File: config.mk
export PLATFORM = sky130hd
export DESIGN_NAME = or_16_bist
export DESIGN_NICKNAME = d
export VERILOG_FILES = /design/src/rtl/or_16_bist.sv
export SDC_FILE = /design/constraint.sdc
export NUM_CORES = 1
export LEC_CHECK = 0
export ABC_AREA = 1
export BUFFER_PORTS_ARGS = -buffer_cell sky130_fd_sc_hd__buf_4
export CAP_MARGIN = 20
export CORE_ASPECT_RATIO = 0.6
export CORE_MARGIN = 2
export CORE_UTILIZATION = 35
export DETAILED_ROUTE_END_ITERATION = 8
export SYNTH_ARGS = -nofsm -noshare
export SYNTH_HDL_FRONTEND = slang
export SYNTH_SLANG_ARGS = --single-unit
File: constraint.sdc
create_clock -name clk -period 6.15 [get_ports clk]
set_input_delay 0.615 -clock clk [delete_from_list [all_inputs] [get_ports clk]]
set_output_delay 0.615 -clock clk [all_outputs]
set_load 0.005 [all_outputs]
File: src/rtl/or_16_bist.sv
// Built-in self-test driver/checker for a 16-bit OR datapath: applies a fixed
// and LFSR vector set, compares each result against a|b, and reports pass/err_count.
// Optional first-failure capture is enabled by defining OR16_BIST_FIRST_FAIL_EN.
module or_16_bist #(
    parameter int          NUM_VECTORS = 64,
    parameter logic [15:0] SEED        = 16'hACE1
) (
    input  logic        clk,
    input  logic        reset_n,
    input  logic        start,
    output logic [15:0] dut_a,
    output logic [15:0] dut_b,
    input  logic [15:0] dut_out,
    output logic        busy,
    output logic        done,
    output logic        pass,
    output logic [7:0]  err_count
`ifdef OR16_BIST_FIRST_FAIL_EN
    ,
    output logic [9:0]  fail_index,
    output logic [15:0] fail_expect
`endif
);

    // state   | meaning
    // S_IDLE  | waiting for start after reset
    // S_APPLY | register operands for vec_idx onto dut_a/dut_b
    // S_CHECK | operands settled for a full cycle; compare dut_out
    // S_DONE  | run finished; results frozen until next start
    typedef enum logic [1:0] {
        S_IDLE,
        S_APPLY,
        S_CHECK,
        S_DONE
    } state_t;

    localparam logic [9:0] LAST_IDX  = 10'(NUM_VECTORS - 1);
    localparam logic [9:0] FIXED_CNT = 10'd6;

    state_t      state;
    state_t      state_nxt;
    logic        accept;
    logic [9:0]  vec_idx;
    logic [15:0] lfsr;
    logic [15:0] vec_a;
    logic [15:0] vec_b;
    logic [15:0] expected;
    logic        mismatch;
    logic [7:0]  err_nxt;

    function automatic logic [15:0] lfsr_step(input logic [15:0] v);
        return {1'b0, v[15:1]} ^ (v[0] ? 16'hB400 : 16'h0000);
    endfunction

    always_ff @(posedge clk or negedge reset_n) begin
        if (!reset_n) state <= S_IDLE;
        else          state <= state_nxt;
    end

    always_comb begin
        state_nxt = state;
        accept    = 1'b0;
        busy      = 1'b0;
        done      = 1'b0;
        case (state)
            S_IDLE: begin
                if (start) begin
                    accept    = 1'b1;
                    state_nxt = S_APPLY;
                end
            end
            S_APPLY: begin
                busy      = 1'b1;
                state_nxt = S_CHECK;
            end
            S_CHECK: begin
                busy      = 1'b1;
                state_nxt = (vec_idx < LAST_IDX) ? S_APPLY : S_DONE;
            end
            S_DONE: begin
                done = 1'b1;
                if (start) begin
                    accept    = 1'b1;
                    state_nxt = S_APPLY;
                end
            end
            default: state_nxt = S_IDLE;
        endcase
    end

    // Directed corner vectors first, then pseudo-random pairs from the LFSR.
    always_comb begin
        vec_a = lfsr;
        vec_b = lfsr_step(lfsr);
        case (vec_idx)
            10'd0: begin vec_a = 16'h0000; vec_b = 16'h0000; end
            10'd1: begin vec_a = 16'h0000; vec_b = 16'hFFFF; end
            10'd2: begin vec_a = 16'hFFFF; vec_b = 16'hFFFF; end
            10'd3: begin vec_a = 16'hAAAA; vec_b = 16'h5555; end
            10'd4: begin vec_a = 16'h3CC3; vec_b = 16'h0FF0; end
            10'd5: begin vec_a = 16'h1234; vec_b = 16'h9876; end
            default: ;
        endcase
    end

    always_comb begin
        expected = dut_a | dut_b;
        mismatch = (state == S_CHECK) && (dut_out != expected);
        err_nxt  = err_count;
        if (mismatch && (err_count != 8'hFF)) err_nxt = err_count + 8'd1;
    end

    always_ff @(posedge clk or negedge reset_n) begin
        if (!reset_n) begin
            dut_a     <= 16'h0000;
            dut_b     <= 16'h0000;
            pass      <= 1'b0;
            err_count <= 8'h00;
            vec_idx   <= 10'd0;
            lfsr      <= SEED;
        end else if (accept) begin
            pass      <= 1'b0;
            err_count <= 8'h00;
            vec_idx   <= 10'd0;
            lfsr      <= SEED;
        end else if (state == S_APPLY) begin
            dut_a <= vec_a;
            dut_b <= vec_b;
            if (vec_idx >= FIXED_CNT) lfsr <= lfsr_step(lfsr_step(lfsr));
        end else if (state == S_CHECK) begin
            err_count <= err_nxt;
            vec_idx   <= vec_idx + 10'd1;
            if (state_nxt == S_DONE) pass <= (err_nxt == 8'h00);
        end
    end

`ifdef OR16_BIST_FIRST_FAIL_EN
    logic fail_seen;

    always_ff @(posedge clk or negedge reset_n) begin
        if (!reset_n) begin
            fail_seen   <= 1'b0;
            fail_index  <= 10'd0;
            fail_expect <= 16'h0000;
        end else if (accept) begin
            fail_seen   <= 1'b0;
            fail_index  <= 10'd0;
            fail_expect <= 16'h0000;
        end else if (mismatch && !fail_seen) begin
            fail_seen   <= 1'b1;
            fail_index  <= vec_idx;
            fail_expect <= expected;
        end
    end
`endif

endmodule
# Word-level counts from Yosys, hierarchy flattened
# Index checks and enable logic that the tools add are counted.
[totals] ff_bits=69 input_bits=19
[classes] order_cmp=2 eq_ne=12 n_addsub=2 n_reduce_logical=17 n_mux=25 n_bitwise=4
[ops] operator="case mux 16 bit (5 select lines)" n=2
[ops] operator="two-way mux 16 bit" n=5
[ops] operator="two-way mux 8 bit" n=4
[ops] operator="XOR 15 x 16 -> 16 bit" n=2
[ops] operator="two-way mux 10 bit" n=3
[ops] operator="equality test 10 x 2 -> 1 bit, second input constant" n=2
[ops] operator="equality test 10 x 3 -> 1 bit, second input constant" n=2
[ops] operator="inequality test 16 bit" n=1
[ops] operator="OR 16 bit" n=1
[ops] operator="adder 10 x 1 -> 10 bit, second input constant" n=1
[ops] operator="equality test 10 x 1 -> 1 bit, second input constant" n=1
[ops] operator=">= comparator 10 x 3 -> 1 bit, second input constant" n=1
[ops] operator="zero test 10 bit" n=1
[ops] operator="less-than comparator 10 x 6 -> 1 bit, second input constant" n=1
[ops] operator="adder 8 x 1 -> 8 bit, second input constant" n=1
[ops] operator="zero test 8 bit" n=1
[ops] operator="two-way mux 1 bit" n=8
[ops] operator="inequality test 8 bit, second input constant" n=1
[ops] operator="nonzero test 2 bit" n=4
[ops] operator="OR reduction 2 bit" n=4
[ops] operator="equality test 2 bit, second input constant" n=3
[ops] operator="case mux 2 bit (3 select lines)" n=1
[ops] operator="AND reduction 2 bit" n=3
[ops] operator="two-way mux 2 bit" n=2
[ops] operator="other kinds (6)" n=7

# Logic depth before layout (Yosys ltp)
# Gate-level depths: netlist (run 1).
[logic_depth] word_depth=10 ltp_mapped=13 ltp_nobuf=13

# Worst setup path before layout (run 1)
# OpenSTA, ideal clock, no wires.
[synth_path] path_kind="register to register" start="register state[0]" end="register vec_idx[9]" path_buffers=0 period_less_slack_ns=1.931 arrival_time_ns=1.810 path_stages_with_launch=14 setup_time_ns=0.121 setup_slack_ns=4.219 t_required_ns=6.029 cell_sequence="dfrtp_1 inv_1 ha_1 nand2_2 a21oi_4 inv_4 nor3_4 nand2_1 nor2_2 nand2_2 clkinv_1 nand4_2 o21ai_1 a21oi_1"
[synth_between] elab_chain_cells=5 word_cells_on_any_way=10 classes_between="4 x eq/ne; 2 x mux; 4 x reduce/logical"
[synth_lines] item="from (decl)" line_no="40" source="state_t state;"
[synth_lines] item="from (signal assigned)" line_no="57" source="else state <= state_nxt;"
[synth_lines] item="equality test 2 bit / zero test 2 bit (equally long branches)" line_no="65" source="case (state)"
[synth_lines] item="OR reduction 2 bit (no source line)"
[synth_lines] item="two-way mux 1 bit"
[synth_lines] item="inequality test 2 bit (no source line) / nonzero test 2 bit (equally long branches)"
[synth_lines] item="AND reduction 2 bit (no source line)"
[synth_lines] item="to (signal assigned)" line_no="132" source="vec_idx <= vec_idx + 10'd1;"
[synth_lines] item="to (decl)" line_no="43" source="logic [9:0] vec_idx;"
# Parallel ways exist; a longest one is shown, timed or not.
# A chain may end at the register's enable or synchronous reset.

# Final worst setup path (run 1)
[layout_path] start="register state[1]" end="register dut_a[1]"
[layout_between] elab_chain_cells=5 word_cells_on_any_way=7 classes_between="2 x eq/ne; 1 x mux; 1 x bitwise; 3 x reduce/logical"
[layout_lines] item="equality test 2 bit / zero test 2 bit (equally long branches)" line_no="65"
[layout_lines] item="OR reduction 2 bit (no source line)"
[layout_lines] item="two-way mux 1 bit"
[layout_lines] item="NOT 1 bit (no source line)"
[layout_lines] item="AND reduction 2 bit (no source line) *"
[layout_lines] item="to (signal assigned)" line_no="127" source="dut_a <= vec_a;"
[layout_lines] item="to (decl)" line_no="11" source="output logic [15:0] dut_a,"
# Every way passes the cells marked *; elsewhere a longest branch is shown, timed or not.

==> results of run 1 <==
synthesized netlist by cell type, types with 7 or more instances:
library cell and number:
nand2_1 99, dfrtp_1 61, inv_1 59, nor2_1 49, nand3_1 27, a21oi_1 20
o21ai_0 18, o21bai_1 16, a22oi_1 13, nand4_1 10, ha_1 9, inv_2 9
nor3_1 9, dfstp_2 8, xor2_1 7
worst min path at each step:
| stage | start | to | slack [ns] | cells after the start |
|---|---|---|---|---|
| finish | reset_n | err_count[2] | 0.40 | 1 |
| global placement | lfsr[6] | lfsr[6] | 0.48 | 2 |
| detailed placement | lfsr[11] | lfsr[11] | 0.49 | 2 |
| global route | reset_n | err_count[6] | 0.48 | 1 |
| floorplan | reset_n | dut_a[0] | 0.32 | 0 |
| CTS | reset_n | lfsr[3] | 0.44 | 1 |
state kept, by name, indices dropped and copies added (netlist names):
name	flops
dut_a	16
state	2
lfsr	16
vec_idx	10
err_count	8
dut_b	16
pass	1
per-stage QoR:
step / util (%) / total power (uW) / instance area [sq um] / cells / hold WS (ns)
after global routing: 44.8 / 2770 / 4830 / 688 / 0.478
after CTS: 44.8 / 2570 / 4830 / 688 / 0.437
after floorplan: - / 1590 / 3950 / 483 / 0.319
final: 44.8 / 2570 / 4830 / 688 / 0.399
after detailed placement: 42.0 / 2040 / 4530 / 672 / 0.489
after global placement: 42.0 / 2040 / 4530 / 672 / 0.482
critical path, cell delays in order, from the launching register on:
cell and delay [ns]:
dfrtp_1 0.39, inv_1 0.11, ha_1 0.64, inv_1 0.66
nor2_1 0.40, inv_1 0.09, nor2_1 0.29, a22oi_1 0.11
layer usage:
layer / vias to the layer above / track usage, % / share of wire [%]
li1: 1723 / - / -
met1: 1712 / 31.3 / 53
met2: 127 / 24.7 / 38
met3: 9 / 4.42 / 7.2
met4: 0 / 4.36 / 0.95
met5: - / 0 / 0
kinds of logic after synthesis:
group | Yosys count | synth area share, %
adders and majority gates | 9 | 2.85
AOI/OAI and AO/OA | 100 | 17.6
buffers and inverters | 81 | 8.05
and+or+nand+nor | 214 | 25.3
xor gates and xnor gates | 10 | 2.22
DFF | 69 | 44.0
power by group:
part / switching (uW) / internal [uW]
sequential: 180 / 638
clock: 201 / 315
combinational: 757 / 474
total: 1140 / 1430
area by class of cell:
| cell class | instances | area share (%) |
|---|---|---|
| repair buffers | 61 | 9.49 |
| clock buffers | 9 | 4.67 |
| multi-input cells | 333 | 39.2 |
| inverters | 70 | 5.50 |
| clock inverters | 7 | 1.56 |
| flip-flops and latches | 69 | 36.0 |
| well taps | 139 | 3.60 |
cells in the final DEF, fill, tap and decap left out, types with 5 or more instances in the layout:
cell,Yosys,routed
nand2_1,99,99
dfrtp_1,61,61
buf_4,0,61
inv_1,59,59
nor2_1,49,49
nand3_1,27,27
a21oi_1,20,20
o21ai_0,18,18
o21bai_1,16,16
a22oi_1,13,13
nand4_1,10,10
nor3_1,9,9
inv_2,9,9
ha_1,9,9
clkbuf_16,0,9
dfstp_2,8,8
xor2_1,7,7
a22oi_2,6,6
o21ai_1,6,6
nand2_2,5,5
nor2_4,5,5
a31oi_1,5,5
==> impl_results.md, run 1 <==
* Outcome: finished clean
* Final hold viol count at 0
* Count of cell types in the netlist at between 40 and 50
* CTS Root Cell: clkbuf_16
* Rows at 29
* TritonCTS Sinks at 69
* Antenna viol nets, final at 0
* Least-Margin Pin Slew at slightly below 1 ns
* Die area at 0.0122 sq mm
* RSZ-0062 raised after global routing: false
* Total CTS buffers at 9
* Crit. Startpoint: state[1]
* Hold WC Path Type: in -> async
* Syn_nets at just over 500
* First-pass GRT wire length at roughly 18000 um
* Mapped Area at 0.00395 sq mm
* Die Wd at 141 um
* CP Max Fanout at 29
* Startpoint class of the critical path: register
* Via density at roughly 5.2
* Syn Area/Cell at 8.17 sq um
* Register area at 0.00174 sq mm
* Max Cap Violations at 0
* Die H at around 86 um
* Post-synth EDFFs at 0
* Htree depth at 3
* Tcrit/Tclk final at a little under half
* Yosys reg bits at 69
* Crit. End Element: register
* Number of global-route vias before repair at 3239
* Nets@finish at 572
* Reg2reg setup slack at ~3.3 ns
* Post_cts resized at 0
* Dominant synthesized flop cell: dfrtp_1
* Initial Util at between 30% and 40%
* I/O Pins at 62
* Core area at 0.0108 sq mm
* Critical path class: reg -> reg
* # DRC at 0
* YS warnings at 0
* Global Route Usage Sum at 19.1%
* Mapped Cells at 483
* Congestion Overflow GR at 0
* CTS Buffer Depth at 2
* Cells taking the most area after synthesis: dfrtp_1, nand2_1, inv_1, dfstp_2, nor2_1
* Async SR Flop Fraction at between 90% and 100%
* Setup WS pre-CTS at 3.33 ns
* Largest net degree at the start of global routing at 70
* Post-CTS Repair Setup Buffers at 0
* Final Max Slew Viols at 0
* WL/cell at about 16 um
* Final-report setup violation count at 0
* Area fraction of the dominant cell type after synthesis at 38.7%
* Post-synthesis sequential area ratio at 44.0%
* Dpl hpwl at 8400 um
* Port-buffer cells at 61
* Layout cells sized above 1 at 22.4%
* Worst-Skew Late Latency at approximately 0.34 ns
* Clk_skew at about 0.01 ns
* Synth area leader: dfrtp_1
* Antenna cells at 0
* CP required at 6.32 ns
* Crit Reg-Reg Startpoint: state[1]
* Power per standard cell area at 531 mW/mm^2
* Fill cells at 1060
* DR pass1 iterations at 5
* CTS tree: done
* Fmax at 351 MHz
* DR vias at 3571
* Reg2reg path depth at 7
* Critical Path AT at 3.02 ns
* Max_slew headroom at 35.8%
* 1st-iter DRT viols at around 410
* Hold_buf cts at 0
* GP Congestion at 0.852
* Worst reg2reg path endpoint: dut_a[1]
* Multi-input logic area at 0.00189 sq mm
* Peak VDD IR at 0.195 mV
* Tmin final at 2.85 ns
* CP endpoint: dut_a[1]
* Clk slew on worst S/H paths at 0.06 ns
* Drt total wl at 10900 um
* Synthesis-to-finish area growth at 22.3%
* Setup TNS at 0 ns
* Setup ws final at between 3 and 4 ns
* Pleak at 0.00235 uW
* Initial antenna violation count at 0
No activity file was read; power rests on OpenSTA's default activity.
==> inputs of run 2 (changes only) <==
- ABC_AREA: 1 -> 0
- clock period: 6.15 -> 2.9 ns (I/O delays scaled with it)
==> run 2 against run 1 <==
  * Sequential share of layout area grew 2.6 points
  * Critical path depth is 1 lower
  * Sequential cell count unchanged
==> impl_results.md, run 2 <==
* Post_cts resized at 0
* Die area at around 0.011 sq mm
* Dpl hpwl at 7490 um
* Htree depth at 3
* YS warnings at 0
* Register share of total power at 33.7%
* Internal Power at 2670 uW
* Cell with the most instances after synthesis: nor2_1
* Initial Util at approximately 36%
* Critical path class: reg -> reg
* Peak VDD IR at 0.397 mV
* Final Max Slew Viols at 0
* Combinational fraction of design power at 43.0%
* Least-Margin Pin Slew at 0.913 ns
* Crit. End Element: register
* Worst-Skew Late Latency at 0.33 ns
* I/O Pins at 62
* Post-CTS Repair Setup Buffers at 0
* Hold WC Path Type: in -> async
* Final hold viol count at 0
* Critical Path AT at between 2 and 3 ns
* Die Wd at 136 um
* Rows at 28
* GP Congestion at 0.856
* Antenna viol nets, final at 0
* Clock share of power at 23.3%
* Levels on crit path at 6
* # DRC at 0
* Crit Reg-Reg Startpoint: state[0]
* Startpoint class of the critical path: register
* Async SR Flop Fraction at 100%
* DR vias at 3237
* Post-synth top cells: nor2_1, nand2_1, dfrtp_1, a21oi_1, xor2_1
* Reg2reg path depth at 6
* Global Route Usage Sum at 18.8%
* Number of global-route vias before repair at ~2900
* Placed insts at 603
* Die H at 83.1 um
* Switching power at 1740 uW
* Worst path cell trace: inv_1, ha_1, o41a_1, nand2_1, o32a_1, o41ai_2
* Clk_skew at 0.00442 ns
* Cells taking the most area after synthesis: dfrtp_1, nor2_1, nand2_1, a21oi_1, dfstp_2
* CTS tree: done
* First-pass GRT wire length at 16200 um
* Crit. Startpoint: state[0]
* Count of cell types in the netlist at 41
* WL/cell at 16.6 um
* Tmin final at between 2 and 3 ns
* CP top delay family: compound AO/OA/AOI/OAI gates
* Largest net degree at the start of global routing at 70
* Top Registers: dut_a: 16 flops, dut_b: 16 flops, lfsr: 16 flops
* Port-buffer cells at 61
* TritonCTS Sinks at 69
* Dominant synthesized flop cell: dfrtp_1
* Max_slew headroom at around 39%
* Max Cap Violations at 0
* Synthesis-to-finish area growth at 23.3%
* Hold Slack at 0.0458 ns
* Power per standard cell area at 980 mW/mm^2
* Via density at 5.23
* CP Buf/Inv Count at 1
* Finished Layout Cells at just over 600
* Final-report setup violation count at 0
* Max incr delay on CP at 0.61 ns
* Mapped Cells at between 400 and 500
* Hold_buf cts at 0
* Power, Total at 4410 uW
* Synth area leader: dfrtp_1
* Congestion Overflow GR at 0
* Outcome: finished clean
* Core area at 0.0100 sq mm
* 1st-iter DRT viols at 338
* Mapped Area at approximately 0.0037 sq mm
* Syn_nets at 453
* CTS Root Cell: clkbuf_16
* Area fraction of the dominant cell type after synthesis at 41.8%
* Layout cells sized above 1 at 19.0%
* Post-synthesis sequential area ratio at 47.6%
* Total CTS buffers at 9
* Setup TNS at 0 ns
* Slowest-stage cell, CP: o41a_1
* Pleak at 0.00207 uW
* Commonest cells after routing, fill and taps aside: nor2_1, nand2_1, buf_4
* Fmax at 395 MHz
* RSZ-0062 raised after global routing: false
* Nets@finish at approximately 500
* Leading cell type in the layout, fill and taps excluded: nor2_1
* Clk slew on worst S/H paths at 0.05 ns
* Antenna cells at 0
* CP Max Fanout at 13
* DR pass1 iterations at 5
* Tcrit/Tclk final at 87.3%
* Initial antenna violation count at 0
* Switching Fraction at 39.5%
* CP required at 3.13 ns
* Syn Area/Cell at approximately 8.6 sq um
* Post-synth EDFFs at 0
* Drt total wl at 10300 um
* Yosys reg bits at 69
* CTS Buffer Depth at 2
[run 2: cell types whose count changed in the layout (fill, tap and decap cells not counted), sizes merged, moves of 6 or more]
cell / before / now
a21oi: 21 / 47
a22oi: 19 / 0
clkbuf: 9 / 15
inv: 70 / 13
nand2: 105 / 67
nand3: 29 / 13
nor2: 57 / 70
o21bai: 16 / 0
xor2: 7 / 22
[run 2: area by class of cell]
type	instances	area, sq um
multi-input combinational	321	1780
sequential	69	1740
fill	989	5520
inverter	13	48.8
tap	135	169
clock buffer	15	278
clock inverter	1	5.00
timing repair buffer	65	488
[run 2: worst paths after layout]
path / slack (ns) / to
max: 0.37 / pass
min: 0.05 / err_count[6]
max reg2reg: 0.37 / pass
min reg2reg: 0.51 / lfsr[6]
max in group asynchronous: 2.20 / dut_a[13]
min in group clk: 0.25 / state[1]
[run 2: logic make-up after synthesis]
group / Yosys count / synth area share, %
compound gates: 102 / 16.8
xor+xnor: 29 / 6.95
fa+ha+maj: 9 / 3.08
buf+inv: 35 / 3.91
flops: 69 / 47.6
mux: 4 / 1.10
simple gates: 177 / 20.6
[run 2: power by group through the flow]
stage	registers [uW]	clock network, uW	logic, uW
2_1_floorplan	1470	0	1090
3_3_place_gp	1480	0	1880
3_5_place_dp	1500	0	1890
4_1_cts	1490	1050	1900
5_1_grt	1530	1110	2110
6_report	1490	1030	1900
[run 2: layer usage]
layer | GRT usage, % | part of all wire (%) | up-vias
met3 | 5.01 | 6.9 | 11
met4 | 5.59 | 1.2 | 0
met1 | 30.6 | 53 | 1566
met2 | 23.5 | 39 | 105
met5 | 0 | 0 | -
li1 | - | - | 1555
[run 2: through the flow]
stage / worst slack, ns / area, sq um / util [%]
floorplan: 0.891 / 3650 / -
global placement: 0.453 / 4220 / 42.1
detailed placement: 0.386 / 4220 / 42.1
CTS: 0.383 / 4500 / 44.9
global route: 0.181 / 4500 / 44.9
finish: 0.369 / 4500 / 44.9
[run 2: worst reg2reg max path, delay by kind of cell (launching register included)]
family / cells / cell delay (ns)
fa+ha+maj: 1 / 0.40
flops: 1 / 0.41
compound gates: 3 / 1.31
simple gates: 1 / 0.21
buf+inv: 1 / 0.10
==> inputs of run 3 (changes only) <==
- CORE_MARGIN: 2 -> not set
==> run 3 against run 2 <==
  * Combinational power barely moved
  * Critical path type unchanged
  * Power grew 3.9%
  * Routed wire length increased by 0.48%
  * Final cell count grew 0.16%
  * Setup slack improved by 0.014 ns
  * Sequential share of layout area decreased by 0.43 points
  * Worst hold slack improved by 0.014 ns
  * Sequential cell count unchanged
  * Core utilization increased by 0.67 points
==> impl_results.md, run 3 (same netlist as run 2, synthesis figures left out) <==
* Htree depth at 3
* Top routing layer in use: met4
* Die H at ~81 um
* Met2 WL at 3850 um
* Final Util at 45.6%
* Final Max Slew Viols at 0
* Antenna cells at 0
* Synthesis-to-finish area growth at 24.7%
* Die area at between 0.01 and 0.015 sq mm
* Leading cell type in the layout, fill and taps excluded: nor2_1
* Setup WS pre-CTS at 0.395 ns
* Outcome: finished clean
* Max Cap Violations at 0
* DR pass1 iterations at 5
* Clk slew on worst S/H paths at 0.05 ns
* Crit. End Element: register
* Post_cts resized at 0
* Largest net degree at the start of global routing at 70
* Critical path class: reg -> reg
* First-pass GRT wire length at about 16000 um
* Setup TNS at 0 ns
* Hold Slack at between 0.05 and 0.06 ns
* Commonest cells after routing, fill and taps aside: nor2_1, nand2_1, buf_4
* Core area at 0.00998 sq mm
* Combinational fraction of design power at around two fifths
* Drt total wl at 10300 um
* Final hold viol count at 0
* # DRC at 0
* Rows at 28
* Final-report setup violation count at 0
* Register share of total power at 32.5%
* Initial Util at 36.6%
* Least-Margin Pin Slew at 0.879 ns
* Clk_skew at approximately 0.0049 ns
* TritonCTS Sinks at 69
* Worst-Skew Late Latency at 0.33 ns
* Fmax at around 400 MHz
* Total CTS buffers at 9
* Internal Power at 2830 uW
* Layout cells sized above 1 at between 10% and 20%
* RSZ-0062 raised after global routing: false
* Die Wd at 134 um
* Post-CTS Repair Setup Buffers at 0
* CP Max Fanout at 13
* CTS tree: done
* Switching Fraction at 38.3%
* Nets@finish at 508
* WL/cell at 16.6 um
* Top Registers: dut_a: 16 flops, dut_b: 16 flops, lfsr: 16 flops
* Setup ws final at 0.383 ns
* Max_slew headroom at 41.4%
* Antenna viol nets, final at 0
* CTS Root Cell: clkbuf_16
* CTS Buffer Depth at 2
* Congestion Overflow GR at 0
* Startpoint class of the critical path: register
* GP Congestion at 0.862
* Clock share of power at 26.1%
* Global Route Usage Sum at approximately 20%
* Pleak at between 0.002 and 0.0025 uW
* Peak VDD IR at 0.423 mV
* Met3 WL at 808 um
* Power per standard cell area at 1010 mW/mm^2
* Hold WC Path Type: in -> async
* Tmin final at 2.52 ns
* Tcrit/Tclk final at 86.8%
* Port-buffer cells at between 60 and 70
* 1st-iter DRT viols at between 300 and 400
* Power, Total at approximately 4600 uW
* Via density at around 5.3
* DR vias at 3269
* I/O Pins at 62
* Dpl hpwl at 7550 um
* Number of global-route vias before repair at 2921
* Critical Path AT at 2.75 ns
* Switching power at 1760 uW
* Routed met1 length at roughly 5500 um
* CP required at 3.13 ns
* Initial antenna violation count at 0
* Hold_buf cts at 0
[run 3: changes by cell type in the layout (fill, tap and decap cells not counted)]
cell	delta
bufinv_16	+2
buf_4	+1
clkbuf_1	-2
clkbuf_8	-1
clkinv_2	+1
[run 3: final cells by class]
| class | instances | area [sq um] |
|---|---|---|
| Fill cell | 955 | 5430 |
| Multi-Input combinational cell | 321 | 1780 |
| Sequential cell | 69 | 1740 |
| Timing Repair Buffer | 66 | 495 |
| Clock buffer | 12 | 256 |
| Tap cell | 135 | 169 |
| Clock inverter | 4 | 70.1 |
| Inverter | 13 | 48.8 |
[run 3: worst max-delay path: stages (launching register included)]
cell     delay [ns]
dfrtp_1        0.41
inv_1          0.09
ha_1           0.43
o41a_1         0.60
nand2_1        0.19
o32a_1         0.38
o41ai_2        0.31
[run 3: power by group through the flow]
| stage | logic (uW) | clock network [uW] | registers [uW] |
|---|---|---|---|
| floorplan | 1090 | 0 | 1470 |
| CTS | 1900 | 1220 | 1490 |
| finish | 1900 | 1200 | 1490 |
| global route | 2130 | 1260 | 1530 |
| global placement | 1890 | 0 | 1480 |
| detailed placement | 1890 | 0 | 1500 |
[run 3: path summary, 6_finish.rpt]
check	from	endpoint	slack, ns	cells past startpoint
max in group asynchronous	reset_n	vec_idx[8]	2.25	1
min in group clk	start	state[1]	0.25	2
min reg2reg	lfsr[6]	lfsr[6]	0.51	2
max reg2reg	state[0]	pass	0.38	6
max	state[0]	pass	0.38	6
min	reset_n	err_count[5]	0.06	1
[run 3: metal layers]
layer  vias to the layer above  GRT usage [%]
met5                         -              0
met1                      1568           32.7
met2                       127           25.9
li1                       1565              -
met4                         0           5.80
met3                         9           5.06
[run 3: through the flow]
stage / area [sq um] / cells
after detailed placement: 4230 / 604
final: 4550 / 620
after global routing: 4550 / 620
after CTS: 4550 / 620
after floorplan: 3650 / 425
after global placement: 4230 / 604
